**config.mk**
```make
export PLATFORM = sky130hd
export DESIGN_NAME = lru_replace_ctrl
export DESIGN_NICKNAME = d
export VERILOG_FILES = /design/src/rtl/lru_ctrl_pkg.sv /design/src/rtl/lru_victim_sel.sv /design/src/rtl/lru_replace_ctrl.sv
export SDC_FILE = /design/constraint.sdc
export NUM_CORES = 1
export LEC_CHECK = 0
export ABC_AREA = 0
export BUFFER_PORTS_ARGS = -buffer_cell sky130_fd_sc_hd__buf_2
export CAP_MARGIN = 5
export CORE_MARGIN = 5
export CORE_UTILIZATION = 53
export DETAILED_ROUTE_END_ITERATION = 10
export PLACE_DENSITY = 0.82
export SLEW_MARGIN = 20
export SYNTH_ARGS = -nofsm -noshare
export SYNTH_HDL_FRONTEND = slang
export SYNTH_SLANG_ARGS = --single-unit
```
**constraint.sdc**
```tcl
create_clock -name clk -period 3.4 [get_ports clk]
set_input_delay 0.68 -clock clk [delete_from_list [all_inputs] [get_ports clk]]
set_output_delay 0.68 -clock clk [all_outputs]
set_load 0.02 [all_outputs]
```
**src/rtl/lru_ctrl_pkg.sv**
```systemverilog
// Shared types and constants for the 8-way set replacement controller.
// Holds the controller state encoding, way/rank constants and a one-hot
// to index helper used by both the hit detector and the victim selector.
package lru_ctrl_pkg;

  typedef enum logic [2:0] {
    S_IDLE        = 3'd0,
    S_LOOKUP      = 3'd1,
    S_REFILL_REQ  = 3'd2,
    S_REFILL_WAIT = 3'd3,
    S_UPDATE      = 3'd4,
    S_RESP        = 3'd5
  } state_e;

  localparam int              WAYS     = 8;
  localparam int              RANK_W   = 3;
  localparam logic [RANK_W-1:0] RANK_LRU = 3'b000;
  localparam logic [RANK_W-1:0] RANK_MRU = 3'b111;

  // Index of the set bit of a one-hot vector; zero when no bit is set.
  function automatic logic [RANK_W-1:0] onehot2idx(input logic [WAYS-1:0] oh);
    logic [RANK_W-1:0] idx;
    idx = '0;
    for (int i = 0; i < WAYS; i++) begin
      if (oh[i]) idx = idx | RANK_W'(i);
    end
    return idx;
  endfunction

endpackage

```
**src/rtl/lru_victim_sel.sv**
```systemverilog
// Victim way selection for a miss (purely combinational, zero latency).
// Ports: valid_i (per-way valid), lru_rank_i (3 bits per way) in;
//        victim_idx_o (way to fill), victim_invalid_o (victim is an empty way) out.
module lru_victim_sel
  import lru_ctrl_pkg::*;
(
  input  logic [WAYS-1:0]        valid_i,
  input  logic [WAYS*RANK_W-1:0] lru_rank_i,
  output logic [RANK_W-1:0]      victim_idx_o,
  output logic                   victim_invalid_o
);

  logic [WAYS-1:0]   inv;
  logic [WAYS-1:0]   inv_low;
  logic [RANK_W-1:0] rank_idx;

  assign inv     = ~valid_i;
  // Isolate the lowest set bit: lowest-index empty way wins.
  assign inv_low = inv & (~inv + WAYS'(1));

  // Scan downward so the lowest index holding rank 0 wins; if the ranks are
  // corrupt and none is 0, way 0 is the fallback.
  always_comb begin
    rank_idx = '0;
    for (int i = WAYS - 1; i >= 0; i--) begin
      if (lru_rank_i[i*RANK_W +: RANK_W] == RANK_LRU) rank_idx = RANK_W'(i);
    end
  end

  assign victim_invalid_o = |inv;
  assign victim_idx_o     = victim_invalid_o ? onehot2idx(inv_low) : rank_idx;

endmodule

```
**src/rtl/lru_replace_ctrl.sv**
```systemverilog
// Lookup / refill / LRU-update sequencer for one 8-way cache set; owns tags and valids.
// Ports: req_* lookup in, resp_* hit/way out, refill_* next-level handshake,
//        lru_rank from the rank block, lru_we/lru_way_onehot/lru_hit update to it.
module lru_replace_ctrl
  import lru_ctrl_pkg::*;
#(
  parameter int TAG_W = 20,
  parameter int WAYS  = lru_ctrl_pkg::WAYS
) (
  input  logic                    clk,
  input  logic                    rst,
  input  logic                    req_valid,
  output logic                    req_ready,
  input  logic [TAG_W-1:0]        req_tag,
  input  logic                    flush,
  output logic                    resp_valid,
  input  logic                    resp_ready,
  output logic                    resp_hit,
  output logic [2:0]              resp_way,
  output logic                    refill_req_valid,
  input  logic                    refill_req_ready,
  output logic [TAG_W-1:0]        refill_req_tag,
  output logic [2:0]              refill_req_way,
  input  logic                    refill_done,
  input  logic [3*WAYS-1:0]       lru_rank,
  output logic [WAYS-1:0]         lru_way_onehot,
  output logic                    lru_we,
  output logic                    lru_hit
);

  state_e            state_q;
  logic [WAYS-1:0]   valid_q;
  logic [TAG_W-1:0]  tags_q [WAYS];
  logic [TAG_W-1:0]  tag_q;       // tag of the request in flight
  logic [2:0]        way_q;       // hit way or victim way
  logic              hit_q;
  logic              fill_inv_q;  // victim was an empty way -> promote, else rotate

  logic              req_ready_q;
  logic              resp_valid_q;
  logic              resp_hit_q;
  logic [2:0]        resp_way_q;
  logic              refill_req_valid_q;
  logic [TAG_W-1:0]  refill_req_tag_q;
  logic [2:0]        refill_req_way_q;
  logic [WAYS-1:0]   lru_way_onehot_q;
  logic              lru_we_q;
  logic              lru_hit_q;

  logic [WAYS-1:0]   hit_vec;
  logic [WAYS-1:0]   hit_low;
  logic              hit_any;
  logic [2:0]        hit_idx;
  logic [2:0]        victim_idx;
  logic              victim_invalid;

  always_comb begin
    hit_vec = '0;
    for (int i = 0; i < WAYS; i++) begin
      hit_vec[i] = valid_q[i] && (tags_q[i] == tag_q);
    end
  end

  // Duplicate tags are possible only through misuse; lowest index wins.
  assign hit_low = hit_vec & (~hit_vec + WAYS'(1));
  assign hit_any = |hit_vec;
  assign hit_idx = onehot2idx(hit_low);

  lru_victim_sel u_victim_sel (
    .valid_i          (valid_q),
    .lru_rank_i       (lru_rank),
    .victim_idx_o     (victim_idx),
    .victim_invalid_o (victim_invalid)
  );

  // Every output is a register loaded on the transition into the state that
  // owns it, so nothing depends combinationally on the request inputs.
  always_ff @(posedge clk) begin
    if (!rst) begin
      state_q            <= S_IDLE;
      valid_q            <= '0;
      tag_q              <= '0;
      way_q              <= '0;
      hit_q              <= 1'b0;
      fill_inv_q         <= 1'b0;
      req_ready_q        <= 1'b1;
      resp_valid_q       <= 1'b0;
      resp_hit_q         <= 1'b0;
      resp_way_q         <= '0;
      refill_req_valid_q <= 1'b0;
      refill_req_tag_q   <= '0;
      refill_req_way_q   <= '0;
      lru_way_onehot_q   <= '0;
      lru_we_q           <= 1'b0;
      lru_hit_q          <= 1'b0;
    end else begin
      // LRU write is a single-cycle pulse; cleared unless re-armed below.
      lru_we_q         <= 1'b0;
      lru_way_onehot_q <= '0;
      lru_hit_q        <= 1'b0;

      case (state_q)
        S_IDLE: begin
          if (flush) begin
            valid_q <= '0;
          end else if (req_valid) begin
            tag_q       <= req_tag;
            req_ready_q <= 1'b0;
            state_q     <= S_LOOKUP;
          end
        end

        S_LOOKUP: begin
          if (hit_any) begin
            way_q            <= hit_idx;
            hit_q            <= 1'b1;
            lru_we_q         <= 1'b1;
            lru_way_onehot_q <= hit_low;
            lru_hit_q        <= 1'b1;
            state_q          <= S_UPDATE;
          end else begin
            way_q              <= victim_idx;
            hit_q              <= 1'b0;
            fill_inv_q         <= victim_invalid;
            refill_req_valid_q <= 1'b1;
            refill_req_tag_q   <= tag_q;
            refill_req_way_q   <= victim_idx;
            state_q            <= S_REFILL_REQ;
          end
        end

        // refill_done seen here is a protocol error and is dropped.
        S_REFILL_REQ: begin
          if (refill_req_ready) begin
            refill_req_valid_q <= 1'b0;
            state_q            <= S_REFILL_WAIT;
          end
        end

        S_REFILL_WAIT: begin
          if (refill_done) begin
            tags_q[way_q]    <= tag_q;
            valid_q[way_q]   <= 1'b1;
            lru_we_q         <= 1'b1;
            lru_way_onehot_q <= WAYS'(1) << way_q;
            // Filling the rank-0 way: a rotate already makes it MRU.
            lru_hit_q        <= fill_inv_q;
            state_q          <= S_UPDATE;
          end
        end

        S_UPDATE: begin
          resp_valid_q <= 1'b1;
          resp_hit_q   <= hit_q;
          resp_way_q   <= way_q;
          state_q      <= S_RESP;
        end

        S_RESP: begin
          if (resp_ready) begin
            resp_valid_q <= 1'b0;
            req_ready_q  <= 1'b1;
            state_q      <= S_IDLE;
          end
        end

        default: begin
          req_ready_q <= 1'b1;
          state_q     <= S_IDLE;
        end
      endcase
    end
  end

  assign req_ready        = req_ready_q;
  assign resp_valid       = resp_valid_q;
  assign resp_hit         = resp_hit_q;
  assign resp_way         = resp_way_q;
  assign refill_req_valid = refill_req_valid_q;
  assign refill_req_tag   = refill_req_tag_q;
  assign refill_req_way   = refill_req_way_q;
  assign lru_way_onehot   = lru_way_onehot_q;
  assign lru_we           = lru_we_q;
  assign lru_hit          = lru_hit_q;

endmodule
```
* Word level (Yosys, flattened, before mapping)
Memory sizes are Yosys's and may differ from the RTL's. Index checks and enable logic that the tools add are counted. Widths: inputs -> output; s select.
Cells by class: add/subtract/negate cells 2, order comparisons 2, eq/ne operators 20, shifts and indexed selects 1, muxes and demuxes 56, bitwise gates (word level) 9, reduce and logical (&&, ||, !) cells 31
Operators with widths (number):
- $eq 20x20->1 | 8
- $mux 3 | 24
- $mux 8 | 4
- $pmux 8 s2 | 2
- $logic_not 3->1 | 9
- $not 8->8 | 3
- $pmux 3 s6 | 1
- $add 8x1->8 const B | 2
- $and 8x8->8 | 2
- $reduce_or 8->1 | 2
- $mux 1 | 15
- $ne 2x2->1 const B | 7
- $logic_and 1x1->1 | 9
- $reduce_and 3->1 | 3
- $mux 2 | 4
- $or 8x8->8 | 1
- $pmux 1 s2 | 4
- $shl 1x3->8 const A | 1
- $eq 3x2->1 const B | 2
- $eq 3x3->1 const B | 2
- $reduce_bool 2->1 | 3
- $reduce_and 5->1 | 1
- $lt 3x4->1 const B | 1
- $reduce_and 2->1 | 2
- 7 further kinds | 9
Storage, ports and cells: flip-flop bits (word level) 76, bits in writable memories 160, output and inout port bits 40, word-level logic and storage cells 138, memories 1
Memory list:
- tags_q | depth 8, width 20, read ports 8, clocked after memory_dff 0, write ports 1, RTL line lru_replace_ctrl.sv:33 | logic [TAG_W-1:0] tags_q [WAYS];

* Logic depth before layout (Yosys ltp)
An unclocked memory read counts as a cell.
depth in word-level cells 14, depth in mapped cells 10, mapped depth without buffers 8

* Cells and area by module
A second synthesis with hierarchy kept.
Unflattened totals: cell total of the unflattened synthesis 859, area total of the unflattened synthesis 10410.0 um2
Modules (own cells, without submodules):
- lru_replace_ctrl | times used 1, cells an instance 824, area each 10194.8 um2, sequential area each 6326.1 um2
- lru_victim_sel | times used 1, cells an instance 35, area each 215.2 um2, sequential area each 0.0 um2

* Least setup slack after synthesis
Ideal clock, no wire load.
path kind input port to flip-flop, start input port refill_done, end memory tags_q[0][0], enable pin, library setup time 0.448 ns, data arrival time 3.158 ns, data required time 2.952 ns, slack -0.206 ns, cell stages on the path 4, path buffers 1, cell sequence nand2_1 or3_1 clkbuf_1 nor4_1
On the way: longest elaborated chain between the ends 4
RTL lines:
- from (decl) | RTL line lru_replace_ctrl.sv:24 | input logic refill_done,
- $mux 1 | RTL line lru_replace_ctrl.sv:141 | if (refill_done) begin
- $mux 1 | RTL line lru_replace_ctrl.sv:102 | case (state_q)
- $mux 1 | RTL line lru_replace_ctrl.sv:79 | if (!rst) begin
- $mux 1 (implied by the code) | RTL line lru_replace_ctrl.sv:142 | tags_q[way_q] <= tag_q;
- to (decl) | RTL line lru_replace_ctrl.sv:33
Every way passes these cells.

* Worst setup path in the final report
start register tag_q[8], end register way_q[0]
On the way: longest elaborated chain between the ends 13, elaborated cells between the ends (all ways) 28, classes of those cells add/sub (1); eq/ne (8); mux (8); bitwise (2); reduce/logical (9)
RTL lines:
- from (decl) | RTL line lru_replace_ctrl.sv:34 | logic [TAG_W-1:0] tag_q;
- from (signal assigned) | RTL line lru_replace_ctrl.sv:107 | tag_q <= req_tag;
- $eq 20x20->1 | RTL line lru_replace_ctrl.sv:60 | hit_vec[i] = valid_q[i] && (tags_q[i] == tag_q);
- $logic_and 1x1->1 | RTL line lru_replace_ctrl.sv:60
- $not 8->8 | RTL line lru_replace_ctrl.sv:65 | assign hit_low = hit_vec & (~hit_vec + WAYS'(1));
- $add 8x1->8 | RTL line lru_replace_ctrl.sv:65
- $and 8x8->8 | RTL line lru_replace_ctrl.sv:65
- $mux 1 | RTL line lru_ctrl_pkg.sv:25 | if (oh[i]) idx = idx | RANK_W'(i);
- $mux 2 (2 in a row) | RTL line lru_ctrl_pkg.sv:25
- $mux 3 (4 in a row) | RTL line lru_ctrl_pkg.sv:25
- $mux 3 * | RTL line lru_replace_ctrl.sv:114 | if (hit_any) begin
- to (signal assigned) | RTL line lru_replace_ctrl.sv:115 | way_q <= hit_idx;
- to (signal assigned) | RTL line lru_replace_ctrl.sv:122 | way_q <= victim_idx;
- to (decl) | RTL line lru_replace_ctrl.sv:35 | logic [2:0] way_q;
Mark *: on every way between the ends. The rest lies on a longest branch, timed or not. A chain may end at the register's enable or synchronous reset.

==> Implementation_results.wiki <==
{| class="wikitable"
! Metric !! Value
|-
| Post-synthesis sequential area ratio || 64.1%
|-
| Total congestion overflow || 0
|-
| Total die area || 0.0214 mm²
|-
| Power density relative to cell area || 513 mW/mm²
|-
| Ratio of cells with drive above 1 in the final layout || 22.7%
|-
| Cell total after placement || 1107
|-
| Largest area contributor in the synthesized netlist || sky130_fd_sc_hd__edfxtp_1
|-
| Unique masters post-synth || 49
|-
| Final Hold Fails || 0
|-
| Synth top area cells || sky130_fd_sc_hd__edfxtp_1 49%, sky130_fd_sc_hd__dfxtp_1 15%, sky130_fd_sc_hd__xnor2_1 10%
|-
| Die extent in y || 146 µm
|-
| Initial Util || 54.3%
|-
| Non-filler instance count after layout || 1151
|-
| Share of the clock period used by the worst path after layout || 94.0%
|-
| Wire length of the first global-routing pass || 38.3 mm
|-
| # rows || 49
|-
| TritonCTS clock tree || yes
|-
| Maximum frequency from static timing analysis || 313 MHz
|-
| Gates resized, CTS repair || 0
|-
| Tightest Hold Check Type || primary input to register
|-
| Routed via count || 6565
|-
| R2r startpoint || tag_q[8]
|-
| Headroom to the max-slew limit || 53.2%
|-
| Setup repair after global routing missed its margin || false
|-
| Depth of the worst hold-timing path || 3
|-
| Clock-pin slew reported for the worst setup and hold paths after clock tree synthesis || 0.06 ns
|-
| Worst hold path endpoint || tag_q[12]
|-
| Startpoint of the worst hold path || req_tag[12]
|-
| End of the worst register-to-register path || way_q[0]
|-
| Antenna Violating Nets Remaining || 0
|-
| Initial antenna violation count || 0
|-
| Final weighted congestion of routability-driven global placement || 0.881
|-
| Final routed wire length divided by cell count || 21.2 µm
|-
| Reg2Reg Setup Slack || 0.20 ns
|-
| Max clock buf depth || 3
|-
| Maximum fanout along the worst path || 12
|-
| Post-layout min period || 3.20 ns
|-
| Number of optimization iterations in the first detailed-route pass || 5
|-
| Slew at the pin closest to its max-slew limit || 0.695 ns
|-
| Run status || finished clean
|-
| Via count of the first global-routing pass || 6716
|-
| HPWL after DPL || 16.3 mm
|-
| Diode count || 0
|-
| Worst-skew pair later-pin latency || 0.51 ns
|-
| Leakage power || 4.22 nW
|-
| Maximum clock skew at final layout || 0.0104 ns
|-
| DR DRC count || 0
|-
| Crit Path Class || register to register
|-
| Worst ir drop on vdd || 373 µV
|-
| Number of DRC violations after detailed-routing iteration 0 || 556
|-
| Syn Inst Count || 760
|-
| Data arrival time of the critical path || 3.59 ns
|-
| Worst r2r path cells || 10
|-
| Final max-slew violation count || 0
|-
| Clock sink total || 236
|-
| Total track usage || 22.7%
|-
| Number of hold buffers added after cts || 0
|-
| Synth Net Count || 811
|-
| Portion of synthesized cell area occupied by the leading cell type || 48.7%
|-
| Worst Path Required || 3.79 ns
|-
| Number of buffers inserted by post-CTS setup repair || 0
|-
| Area of the mapped netlist || 0.00986 mm²
|-
| Area added between synthesis and finish || 19.0%
|-
| Final nets || 955
|-
| Routed wire length || 24.4 mm
|-
| Htree depth || 1
|-
| Worst setup path startpoint || tag_q[8]
|-
| Endpoints failing setup || 0
|-
| Post-synthesis register bit count || 236
|-
| Mean Syn Cell Area || 13.0 µm²
|-
| Root Driver || sky130_fd_sc_hd__clkbuf_16
|-
| Number of violations of the max-capacitance limit || 0
|-
| Number of placed I/O pins || 91
|-
| Total Negative Setup Slacks || 0 ns
|-
| Largest net degree at the start of global routing || 35
|-
| CTS Buf Count || 24
|-
| Number of buffers added on ports || 90
|-
| Crit end category || register
|-
| Synthesis Warnings || 0
|-
| Floorplan die width || 146 µm
|-
| Startpoint class of the critical path || register
|-
| Detailed-route vias per instance || 5.70
|-
| Core ar. || 0.0181 mm²
|}
routing by layer:
layer | share of wire [%] | global-route usage, % | routed length, µm
met5 | 0 | 0 | 0
met4 | 3.7 | 8.84 | 902
met3 | 8.3 | 4.71 | 2010
met2 | 49 | 38.1 | 11900
met1 | 39 | 29.1 | 9530
cells in the mapped netlist (all sizes together):
cell    count
edfxtp    160
xnor2     113
dfxtp      76
nor2       56
nand2      55
xor2       47
a21oi      39
nand4      29
mux2i      25
buf        24
nor4       21
clkbuf     13
nand3      13
nor3       13
o21a       10
inv         8
o21ai       8
or3         8
nand2b      5
a31oi       4
or2         3
a211oi      2
a21boi      2
a22oi       2
and2b       2
and3        2
nand3b      2
nor2b       2
nor3b       2
o31a        2
o31ai       2
or3b        2
a21o        1
a221o       1
a31o        1
and2        1
nor4b       1
o2111a      1
o22a        1
o22ai       1
cell usage in the layout, fill, tap and decap left out, types with 2 or more instances in the layout:
cell type	synthesis	layout
sky130_fd_sc_hd__edfxtp_1	160	160
sky130_fd_sc_hd__o21ai_0	8	8
sky130_fd_sc_hd__a21oi_1	38	38
sky130_fd_sc_hd__buf_4	15	57
sky130_fd_sc_hd__xnor2_1	113	113
sky130_fd_sc_hd__buf_12	0	7
sky130_fd_sc_hd__nor2_1	56	56
sky130_fd_sc_hd__nand2_1	55	55
sky130_fd_sc_hd__nor3b_1	2	2
sky130_fd_sc_hd__clkbuf_16	0	26
sky130_fd_sc_hd__clkbuf_8	0	5
sky130_fd_sc_hd__or3_1	7	7
sky130_fd_sc_hd__xor2_1	47	47
sky130_fd_sc_hd__nor2b_1	2	2
sky130_fd_sc_hd__nor4_1	19	18
sky130_fd_sc_hd__and2b_1	2	2
sky130_fd_sc_hd__o21a_1	10	10
sky130_fd_sc_hd__and3_1	2	2
sky130_fd_sc_hd__o31a_1	2	2
sky130_fd_sc_hd__or2_2	3	3
sky130_fd_sc_hd__nand2b_1	5	5
sky130_fd_sc_hd__nand3_1	13	13
sky130_fd_sc_hd__buf_2	0	90
sky130_fd_sc_hd__nor3_1	12	7
sky130_fd_sc_hd__a22oi_1	2	2
sky130_fd_sc_hd__nor4_4	1	2
sky130_fd_sc_hd__nor3_2	0	5
sky130_fd_sc_hd__nand4_1	29	29
sky130_fd_sc_hd__a21boi_0	2	2
sky130_fd_sc_hd__clkinv_2	0	5
sky130_fd_sc_hd__a31oi_1	4	4
sky130_fd_sc_hd__o31ai_1	2	2
sky130_fd_sc_hd__inv_1	7	7
sky130_fd_sc_hd__a211oi_1	2	2
sky130_fd_sc_hd__clkbuf_1	13	7
sky130_fd_sc_hd__mux2i_1	25	25
sky130_fd_sc_hd__dfxtp_1	76	76
layout make-up:
type | instances | area (µm²)
Fill cell | 1313 | 6410
Sequential cell | 236 | 6330
Multi-Input combinational cell | 479 | 3280
Timing Repair Buffer | 155 | 1030
Clock buffer | 38 | 746
Tap cell | 229 | 287
Inverter | 8 | 30.0
Clock inverter | 6 | 28.8
logic make-up after synthesis:
| logic type | count (synthesis) | synth area share [%] |
|---|---|---|
| xor gates and xnor gates | 160 | 14.2 |
| muxes | 25 | 2.54 |
| buffers and inverters | 45 | 2.97 |
| and+or+nand+nor | 217 | 11.3 |
| DFF | 236 | 64.1 |
| AOI/OAI and AO/OA | 77 | 4.83 |
report_power, final:
group | switching, mW | leakage, nW | internal (mW)
combinational | 0.208 | 1.75 | 0.157
clock | 1.05 | 0.386 | 1.50
sequential | 0.0297 | 2.08 | 3.08
total | 1.28 | 4.22 | 4.74
worst max path at each step:
stage	endpoint	slack, ns
finish	way_q[0]	0.20
global route	way_q[0]	0.14
CTS	way_q[0]	0.28
detailed placement	way_q[0]	0.33
global placement	refill_req_tag[2]	0.16
floorplan	tags_q[2][0]	0.30
sequential cells by signal (all words and copies together) (netlist names), 3 cells and up:
| register | cells |
|---|---|
| tags_q | 160 |
| refill_req_tag | 20 |
| tag_q | 20 |
| lru_way_onehot | 8 |
| valid_q | 8 |
| refill_req_way | 3 |
| resp_way | 3 |
| state_q | 3 |
| way_q | 3 |
per-stage QoR:
stage / hold WS, ns / area [µm²] / utilization (%) / setup WS, ns / power, mW
floorplan: 0.437 / 9870 / - / 0.304 / 3.38
global placement: 0.451 / 10900 / 60.3 / 0.165 / 3.52
detailed placement: 0.451 / 11000 / 60.4 / 0.330 / 3.53
CTS: 0.397 / 11700 / 64.7 / 0.283 / 6.06
global route: 0.414 / 11700 / 64.7 / 0.136 / 6.22
finish: 0.408 / 11700 / 64.7 / 0.204 / 6.02
critical path, stage by stage (launching register included):
cell                       delay (ns)
sky130_fd_sc_hd__dfxtp_1         0.74
sky130_fd_sc_hd__buf_4           0.26
sky130_fd_sc_hd__xnor2_1         0.11
sky130_fd_sc_hd__nand4_1         0.13
sky130_fd_sc_hd__nor4_1          0.64
sky130_fd_sc_hd__nand4_1         0.37
sky130_fd_sc_hd__nand3b_4        0.19
sky130_fd_sc_hd__buf_4           0.13
sky130_fd_sc_hd__nor3b_1         0.10
sky130_fd_sc_hd__o21a_1          0.14
sky130_fd_sc_hd__o31a_1          0.27
Note: power is estimated with default switching activity, not from simulation.
